`src/rtl/serial_magnitude_comparator_if.sv`:
```
// Handshake, operand and result bundle for serial_magnitude_comparator.
// The requester uses the master modport; the comparator uses slave.
interface serial_magnitude_comparator_if #(
  parameter int WIDTH = 8
) ();
  logic             start;
  logic [WIDTH-1:0] a;
  logic [WIDTH-1:0] b;
  logic             signed_mode;
  logic             busy;
  logic             done;
  logic             greater;
  logic             less;
  logic             equal;

  modport master (
    output start, a, b, signed_mode,
    input  busy, done, greater, less, equal
  );

  modport slave (
    input  start, a, b, signed_mode,
    output busy, done, greater, less, equal
  );
endinterface

```
`src/rtl/serial_magnitude_comparator.sv`:
```
// MSB-first digit-serial magnitude comparator, unsigned or two's-complement.
// Optional SERIAL_CMP_EARLY_EXIT_EN: finish on the first differing digit.
module serial_magnitude_comparator #(
  parameter int WIDTH = 8,
  parameter int DIGIT = 1
) (
  input  logic                         clk,
  input  logic                         reset,
  serial_magnitude_comparator_if.slave bus
);
  // state | meaning
  // IDLE  | waiting for start; result outputs hold the last compare
  // RUN   | one digit of A and B compared per cycle, MSB first
  // DONE  | one-cycle done pulse; result already loaded
  localparam int ND = WIDTH / DIGIT;
  localparam int CW = (ND > 1) ? $clog2(ND) : 1;
  localparam logic [CW-1:0] LAST_DIGIT = CW'(ND - 1);

  typedef enum logic [1:0] {IDLE, RUN, DONE} state_t;

  state_t           state;
  state_t           state_nxt;
  logic [WIDTH-1:0] sh_a;
  logic [WIDTH-1:0] sh_b;
  logic [WIDTH-1:0] sign_flip;
  logic [CW-1:0]    digit_cnt;
  logic [DIGIT-1:0] dig_a;
  logic [DIGIT-1:0] dig_b;
  logic             run_g, run_l, run_eq;
  logic             g_nxt, l_nxt, eq_nxt;
  logic             res_g, res_l, res_eq;
  logic             accept;
  logic             last_step;

  assign accept = (state == IDLE) && bus.start;

  // Inverting both MSBs maps two's-complement order onto unsigned order.
  assign sign_flip = {bus.signed_mode, {(WIDTH-1){1'b0}}};

  assign dig_a  = sh_a[WIDTH-1 -: DIGIT];
  assign dig_b  = sh_b[WIDTH-1 -: DIGIT];
  assign g_nxt  = run_g | (run_eq & (dig_a > dig_b));
  assign l_nxt  = run_l | (run_eq & (dig_a < dig_b));
  assign eq_nxt = run_eq & (dig_a == dig_b);

`ifdef SERIAL_CMP_EARLY_EXIT_EN
  assign last_step = (digit_cnt == LAST_DIGIT) || !eq_nxt;
`else
  assign last_step = (digit_cnt == LAST_DIGIT);
`endif

  always_ff @(posedge clk) begin
    if (reset) state <= IDLE;
    else       state <= state_nxt;
  end

  always_comb begin
    state_nxt = state;
    case (state)
      IDLE:    if (bus.start) state_nxt = RUN;
      RUN:     if (last_step) state_nxt = DONE;
      DONE:    state_nxt = IDLE;
      default: state_nxt = IDLE;
    endcase
  end

  always_comb begin
    bus.busy = (state != IDLE);
    bus.done = (state == DONE);
  end

  always_ff @(posedge clk) begin
    if (reset) begin
      sh_a      <= '0;
      sh_b      <= '0;
      digit_cnt <= '0;
      run_g     <= 1'b0;
      run_l     <= 1'b0;
      run_eq    <= 1'b0;
      res_g     <= 1'b0;
      res_l     <= 1'b0;
      res_eq    <= 1'b0;
    end else if (accept) begin
      sh_a      <= bus.a ^ sign_flip;
      sh_b      <= bus.b ^ sign_flip;
      digit_cnt <= '0;
      run_g     <= 1'b0;
      run_l     <= 1'b0;
      run_eq    <= 1'b1;
    end else if (state == RUN) begin
      sh_a      <= sh_a << DIGIT;
      sh_b      <= sh_b << DIGIT;
      digit_cnt <= digit_cnt + CW'(1);
      run_g     <= g_nxt;
      run_l     <= l_nxt;
      run_eq    <= eq_nxt;
      if (last_step) begin
        res_g  <= g_nxt;
        res_l  <= l_nxt;
        res_eq <= eq_nxt;
      end
    end
  end

  assign bus.greater = res_g;
  assign bus.less    = res_l;
  assign bus.equal   = res_eq;
endmodule

```
`src/flat_wrapper.sv`:
```
// flat-port wrapper written by rule: the top's interface ports become plain ports
module serial_magnitude_comparator_flat 
#(
  parameter int WIDTH = 8,
  parameter int DIGIT = 1
)
  (clk, reset, bus_start, bus_a, bus_b, bus_signed_mode, bus_busy, bus_done, bus_greater, bus_less, bus_equal);
  serial_magnitude_comparator_if #(.WIDTH(WIDTH)) bus_i ();
  input  logic clk;
  input  logic reset;
  input wire logic [$bits(bus_i.start)-1:0] bus_start;
  input wire logic [$bits(bus_i.a)-1:0] bus_a;
  input wire logic [$bits(bus_i.b)-1:0] bus_b;
  input wire logic [$bits(bus_i.signed_mode)-1:0] bus_signed_mode;
  output wire logic [$bits(bus_i.busy)-1:0] bus_busy;
  output wire logic [$bits(bus_i.done)-1:0] bus_done;
  output wire logic [$bits(bus_i.greater)-1:0] bus_greater;
  output wire logic [$bits(bus_i.less)-1:0] bus_less;
  output wire logic [$bits(bus_i.equal)-1:0] bus_equal;
  assign bus_i.start = bus_start;
  assign bus_i.a = bus_a;
  assign bus_i.b = bus_b;
  assign bus_i.signed_mode = bus_signed_mode;
  assign bus_busy = bus_i.busy;
  assign bus_done = bus_i.done;
  assign bus_greater = bus_i.greater;
  assign bus_less = bus_i.less;
  assign bus_equal = bus_i.equal;
  serial_magnitude_comparator #(.WIDTH(WIDTH), .DIGIT(DIGIT)) u_core (.clk(clk), .reset(reset), .bus(bus_i));
endmodule
```
`config.mk`:
```
export PLATFORM = sky130hd
export DESIGN_NAME = serial_magnitude_comparator_flat
export DESIGN_NICKNAME = d
export VERILOG_FILES = /design/src/rtl/serial_magnitude_comparator_if.sv /design/src/rtl/serial_magnitude_comparator.sv /design/src/flat_wrapper.sv
export SDC_FILE = /design/constraint.sdc
export NUM_CORES = 1
export LEC_CHECK = 0
export ABC_AREA = 1
export BUFFER_PORTS_ARGS = -buffer_cell sky130_fd_sc_hd__buf_4
export CORE_ASPECT_RATIO = 1.2
export CORE_UTILIZATION = 35
export CTS_CLUSTER_DIAMETER = 50
export DETAILED_ROUTE_END_ITERATION = 7
export GPL_TIMING_DRIVEN = 0
export PLACE_DENSITY = 0.61
export SLEW_MARGIN = 0
export SYNTH_ARGS = -nofsm -noshare
export SYNTH_HDL_FRONTEND = slang
export SYNTH_SLANG_ARGS = --single-unit
```
`constraint.sdc`:
```
create_clock -name clk -period 1.4 [get_ports clk]
set_input_delay 0.28 -clock clk [delete_from_list [all_inputs] [get_ports clk]]
set_output_delay 0.28 -clock clk [all_outputs]
set_load 0.02 [all_outputs]
```
-- Yosys cells after proc, flatten, opt, wreduce, memory -nomap -nowiden
Cells that the tools add are included.
- memories: 0
- ROM bits: 0
- register bits: 27
- output and inout port bits: 5
- latch bits: 0
- logic and storage cells: 43
- memory bits (writable): 0
- $mul: 0
- divide/modulo/power cells: 0
- $add $sub $neg: 1
- magnitude comparators: 2
- bitwise logic cells: 8
- shift-type cells: 0
- reduce and logical (&&, ||, !) cells: 7
- equality and inequality tests: 6
- mux-type cells: 9
- operators with widths (operator ; count):
    $mux W8 ; 4
    $xor A8 B8 Y8 ; 2
    $mux W2 ; 2
    $pmux W2 S2 ; 1
    $reduce_bool A2 Y1 ; 2
    $add A3 B1 Y3 const B ; 1
    $and A1 B1 Y1 ; 3
    $eq A3 B3 Y1 const B ; 1
    $reduce_and A3 Y1 ; 1
    $eq A2 B1 Y1 const B ; 1
    $eq A2 B2 Y1 const B ; 1
    $logic_not A2 Y1 ; 1
    $mux W1 ; 2
    $ne A2 B1 Y1 const B ; 1
    $ne A2 B2 Y1 const B ; 1
    $or A1 B1 Y1 ; 2
    $reduce_and A2 Y1 ; 1
    $reduce_or A2 Y1 ; 1
    $eq A1 B1 Y1 ; 1
    $gt A1 B1 Y1 ; 1
    $logic_and A1 B1 Y1 ; 1
    $lt A1 B1 Y1 ; 1
    $not A1 Y1 ; 1

-- Depth between registers and ports, before layout
- word-level depth: 4
- gate-level depth with buffers: 7
- gate-level depth less buffers: 7

-- Worst setup path after synthesis
No wires, ideal clock.
- path type: reg2reg
- start: register u_core.state[1]
- end: register u_core.sh_a[7]
- path slack: 259 ps
- setup time: 132 ps
- arrival time: 1009 ps
- cell stages (with the launch flop): 7
- buffers on the path: 0
- cell sequence: dfxtp_1 -> inv_1 -> nand2_1 -> nor2_1 -> nand2_1 -> nand2_1 -> a21oi_1
- word-level cells in the longest chain between the ends: 3
- RTL lines (what ; RTL line ; RTL):
    from (decl) ; serial_magnitude_comparator.sv:21 ; state_t state;
    from (signal assigned) ; serial_magnitude_comparator.sv:54 ; else state <= state_nxt;
    $logic_not A2 Y1 ; serial_magnitude_comparator.sv:35 ; assign accept = (state == IDLE) && bus.start;
    $logic_and A1 B1 Y1 ; serial_magnitude_comparator.sv:35 ;
    $mux W8 / $reduce_bool A2 Y1 (equally long branches) ; n/a ;
    to (signal assigned) ; serial_magnitude_comparator.sv:84 ; sh_a <= bus.a ^ sign_flip;
    to (signal assigned) ; serial_magnitude_comparator.sv:91 ; sh_a <= sh_a << DIGIT;
    to (decl) ; serial_magnitude_comparator.sv:23 ; logic [WIDTH-1:0] sh_a;
Several ways; a longest one is shown, not always the timed one.
A chain may end at the register's enable or synchronous reset.

-- Worst setup path in the final report
- start: register u_core.state[0]
- end: output port bus_busy
- word-level cells in the longest chain between the ends: 1
- RTL lines (what ; RTL line ; RTL):
    $reduce_bool A2 Y1 ; serial_magnitude_comparator.sv:68 ; bus.busy = (state != IDLE);
    to (decl) ; flat_wrapper.sv:15 ; output wire logic [$bits(bus_i.busy)-1:0] bus_busy;
Every way passes these cells.

==> summary.md <==
| Metric | Value |
|---|---|
| Post-synth top cells | nand2_1 (61), dfxtp_1 (27), a21oi_1 (15) |
| Post-synth top area cell | dfxtp_1 |
| NumNets Final | 218 |
| Power Total | 1420 uW |
| CTS Buf Count | 3 |
| Worst-skew pair later-pin latency | 320 ps |
| Met2 global-route usage | roughly 29% |
| Worst Tran Pin Value | 491 ps |
| RSZ-0062 raised after global routing | false |
| Routed Antenna Nets | 0 |
| WP depth | 3 |
| Arr. time, crit path | 1050 ps |
| Post-synthesis cell type count | 20 |
| Post-Route WL | 2670 um |
| Iteration-0 DRC Markers | 48 |
| Core Area | 3170 um2 |
| Die height | 66.2 um |
| F_max | 752 MHz |
| Most used DFF post-synth | dfxtp_1 |
| Final Max Slew Viols | 0 |
| Multi-input logic area | 587 um2 |
| First-pass GRT wire length | 4710 um |
| Root buffer cell | clkbuf_4 |
| CP endpoint | bus_busy |
| Initial core utilization | a little under two fifths |
| CTS clock-pin slew for the worst setup and hold paths | 150 ps |
| Post-Syn Area | 1200 um2 |
| Mean Syn Cell Area | 7.29 um2 |
| Clk_skew | 2.93 ps |
| Worst setup SP type | flip-flop |
| Die area | 3670 um2 |
| Reg-to-reg startpoint | u_core.digit_cnt[0] |
| Largest fanout on the critical path | 7 |
| Count leader, synth | nand2_1 |
| Finish-stage setup viols | 0 |
| Crit path largest cell delay | 430 ps |
| Post-synthesis sequential area ratio | 45.0% |
| CP Buf/Inv Count | 2 |
| DR vias | about 1.1k |
| FF-to-FF path depth | 6 |
| Count of input and output buffers | 24 |
| Drt wl/cell | 11.7 um |
| Setup Buffers After CTS | 0 |
| Post-DP HPWL | 2010 um |
| Net Count, Synth | 189 |
| R2r setup slk | 170 ps |
| Final Hold Viols | 0 |
| Critical path class | reg -> out |
| Longest Clk Path Bufs | 2 |
| Vias per inst | 4.85 |
| Synth Instances | roughly 170 |
| GR Util met1 | 19.5% |
| Fin crit period | 1330 ps |
| CP delay by family, top | flip-flops |
| Hold buffers post-CTS | 0 |
| Tcrit/Tclk final | a little over nine tenths |
| Die width | approximately 56 um |
| Yosys top cell area share | roughly 45% |
| All-layer global routing usage | 16.3% |
| DP Worst Slack | -3.04 ps |
| Ys async rst share | 0% |
| Lkg Pwr | 0.000637 uW |
| GPL Wtd Cong | ~0.76 |
| Setup crit start | u_core.state[0] |
| IO Pins | 25 |
| Htree depth | 1 |
| Busiest grt layer | met2 |
| Req. time, crit path | ~1100 ps |
| GRT met3 Usage | about 2.2% |
| Placed Area | between 1000 and 1500 um2 |
| Hold_ws | between 200 and 250 ps |
| Total grt overflow | 0 |
| Clk sinks | 27 |
| Drt pass-1 iters | 4 |
| P&R area growth vs syn | 21.9% |
| Largest net degree at the start of global routing | 17 |
| Synth area leaders | dfxtp_1 (45%), nand2_1 (19%), a21oi_1 (6.2%) |
| Initial antenna violation count | 0 |
| Layout cells sized above 1 | 19.7% |
| TritonCTS clock tree | done |
| Residual DRC count | 0 |
| FF/Latch Area | 543 um2 |
| Util after Layout | 46.3% |
| MaxCap Viol Count | 0 |
| Slowest cell on the critical path | dfxtp_2 |
| Slew Limit Headroom | 67.3% |
| Rows | 22 |
| Hold Path Class | in -> reg |
| P per Cell Area | 969 nW/um2 |
| Final instance area | 1470 um2 |
| Vias in the first global route | 1093 |
| Antenna cells | 0 |
| Worst Slack Setup Final | 71.0 ps |
| Register bit total from synthesis | 27 |
| YS warnings | 0 |
| FF-to-FF End | u_core.bus.less |
| Fillers | 338 |
| Post-synth EDFFs | 0 |
| VDD IR max | between 0.5 and 0.6 mV |
| CP Cell Sequence | inv_2, nand2_1, buf_4 |
| Status | completed |
| Setup crit end kind | output pin |
## what timing repair did
item | 4_1_cts | 5_1_grt
endpoints found under the setup margin | 2 | 2
resized for setup | 3 | 1
endpoints found under the hold margin | 0 | 0
## metal layers
layer	wire [um]	up-vias
met2	1330	18
met3	96	2
met1	1230	495
met4	15	0
li1	-	595
met5	0	-
## cell usage in the layout (no fill, tap or decap), drive strengths merged
master	count
o21ai	3
buf	28
xor2	1
ha	4
nand3	13
clkbuf	5
nor2	9
nand2	61
dfxtp	27
a21oi	15
nand3b	3
a31oi	11
clkinvlp	1
inv	12
## tightest hold or removal path, stage by stage
cell and delay (ps):
buf_4 110, nand2_1 60, a21oi_1 50
## how the worst min path moves through the flow
stage	startpoint	endpoint	depth (start not counted)
detailed placement	u_core.sh_b[6]	u_core.sh_b[6]	2
global placement	u_core.sh_a[2]	u_core.sh_a[2]	2
global route	bus_a[0]	u_core.sh_a[0]	3
finish	bus_b[0]	u_core.sh_b[0]	3
floorplan	bus_a[0]	u_core.sh_a[0]	2
CTS	bus_b[0]	u_core.sh_b[0]	3
## layout make-up
type,count,area share [%]
clock buffer,3,1.54
timing repair buffer,24,12.3
clock inverter,1,0.512
buffer,6,2.39
multi-input combinational,120,40.1
inverter,12,3.07
tap,36,3.07
sequential,27,37.1
## registers in the layout, summed over array words and instances, names as in the netlist
| register | count |
|---|---|
| u_core.sh_a | 8 |
| u_core.digit_cnt | 3 |
| u_core.sh_b | 8 |
| u_core.bus.equal | 1 |
| u_core.run_eq | 1 |
| u_core.bus.greater | 1 |
| u_core.state | 2 |
| u_core.run_g | 1 |
| u_core.run_l | 1 |
| u_core.bus.less | 1 |
## stage by stage
step / instances / TNS [ps]
global placement: 225 / 0
detailed placement: 225 / -3.21
finish: 229 / 0
global route: 229 / 0
CTS: 229 / 0
floorplan: 165 / 0
## cell families after synthesis
kind of cell | Yosys count | share of synthesized area, %
AO/OA/AOI/OAI | 29 | 13.5
XOR/XNOR | 1 | 0.729
adder cells (fa/ha/maj) | 4 | 4.16
buffers and inverters | 18 | 6.66
flip-flops | 27 | 45.0
AND/OR/NAND/NOR | 86 | 30.0
## where the power goes
group          internal [uW]  total (uW)  switching (uW)
logic                    103         231             129
clock network            109         347             238
registers                810         841            30.7
Note: power is estimated with default switching activity, not from simulation.
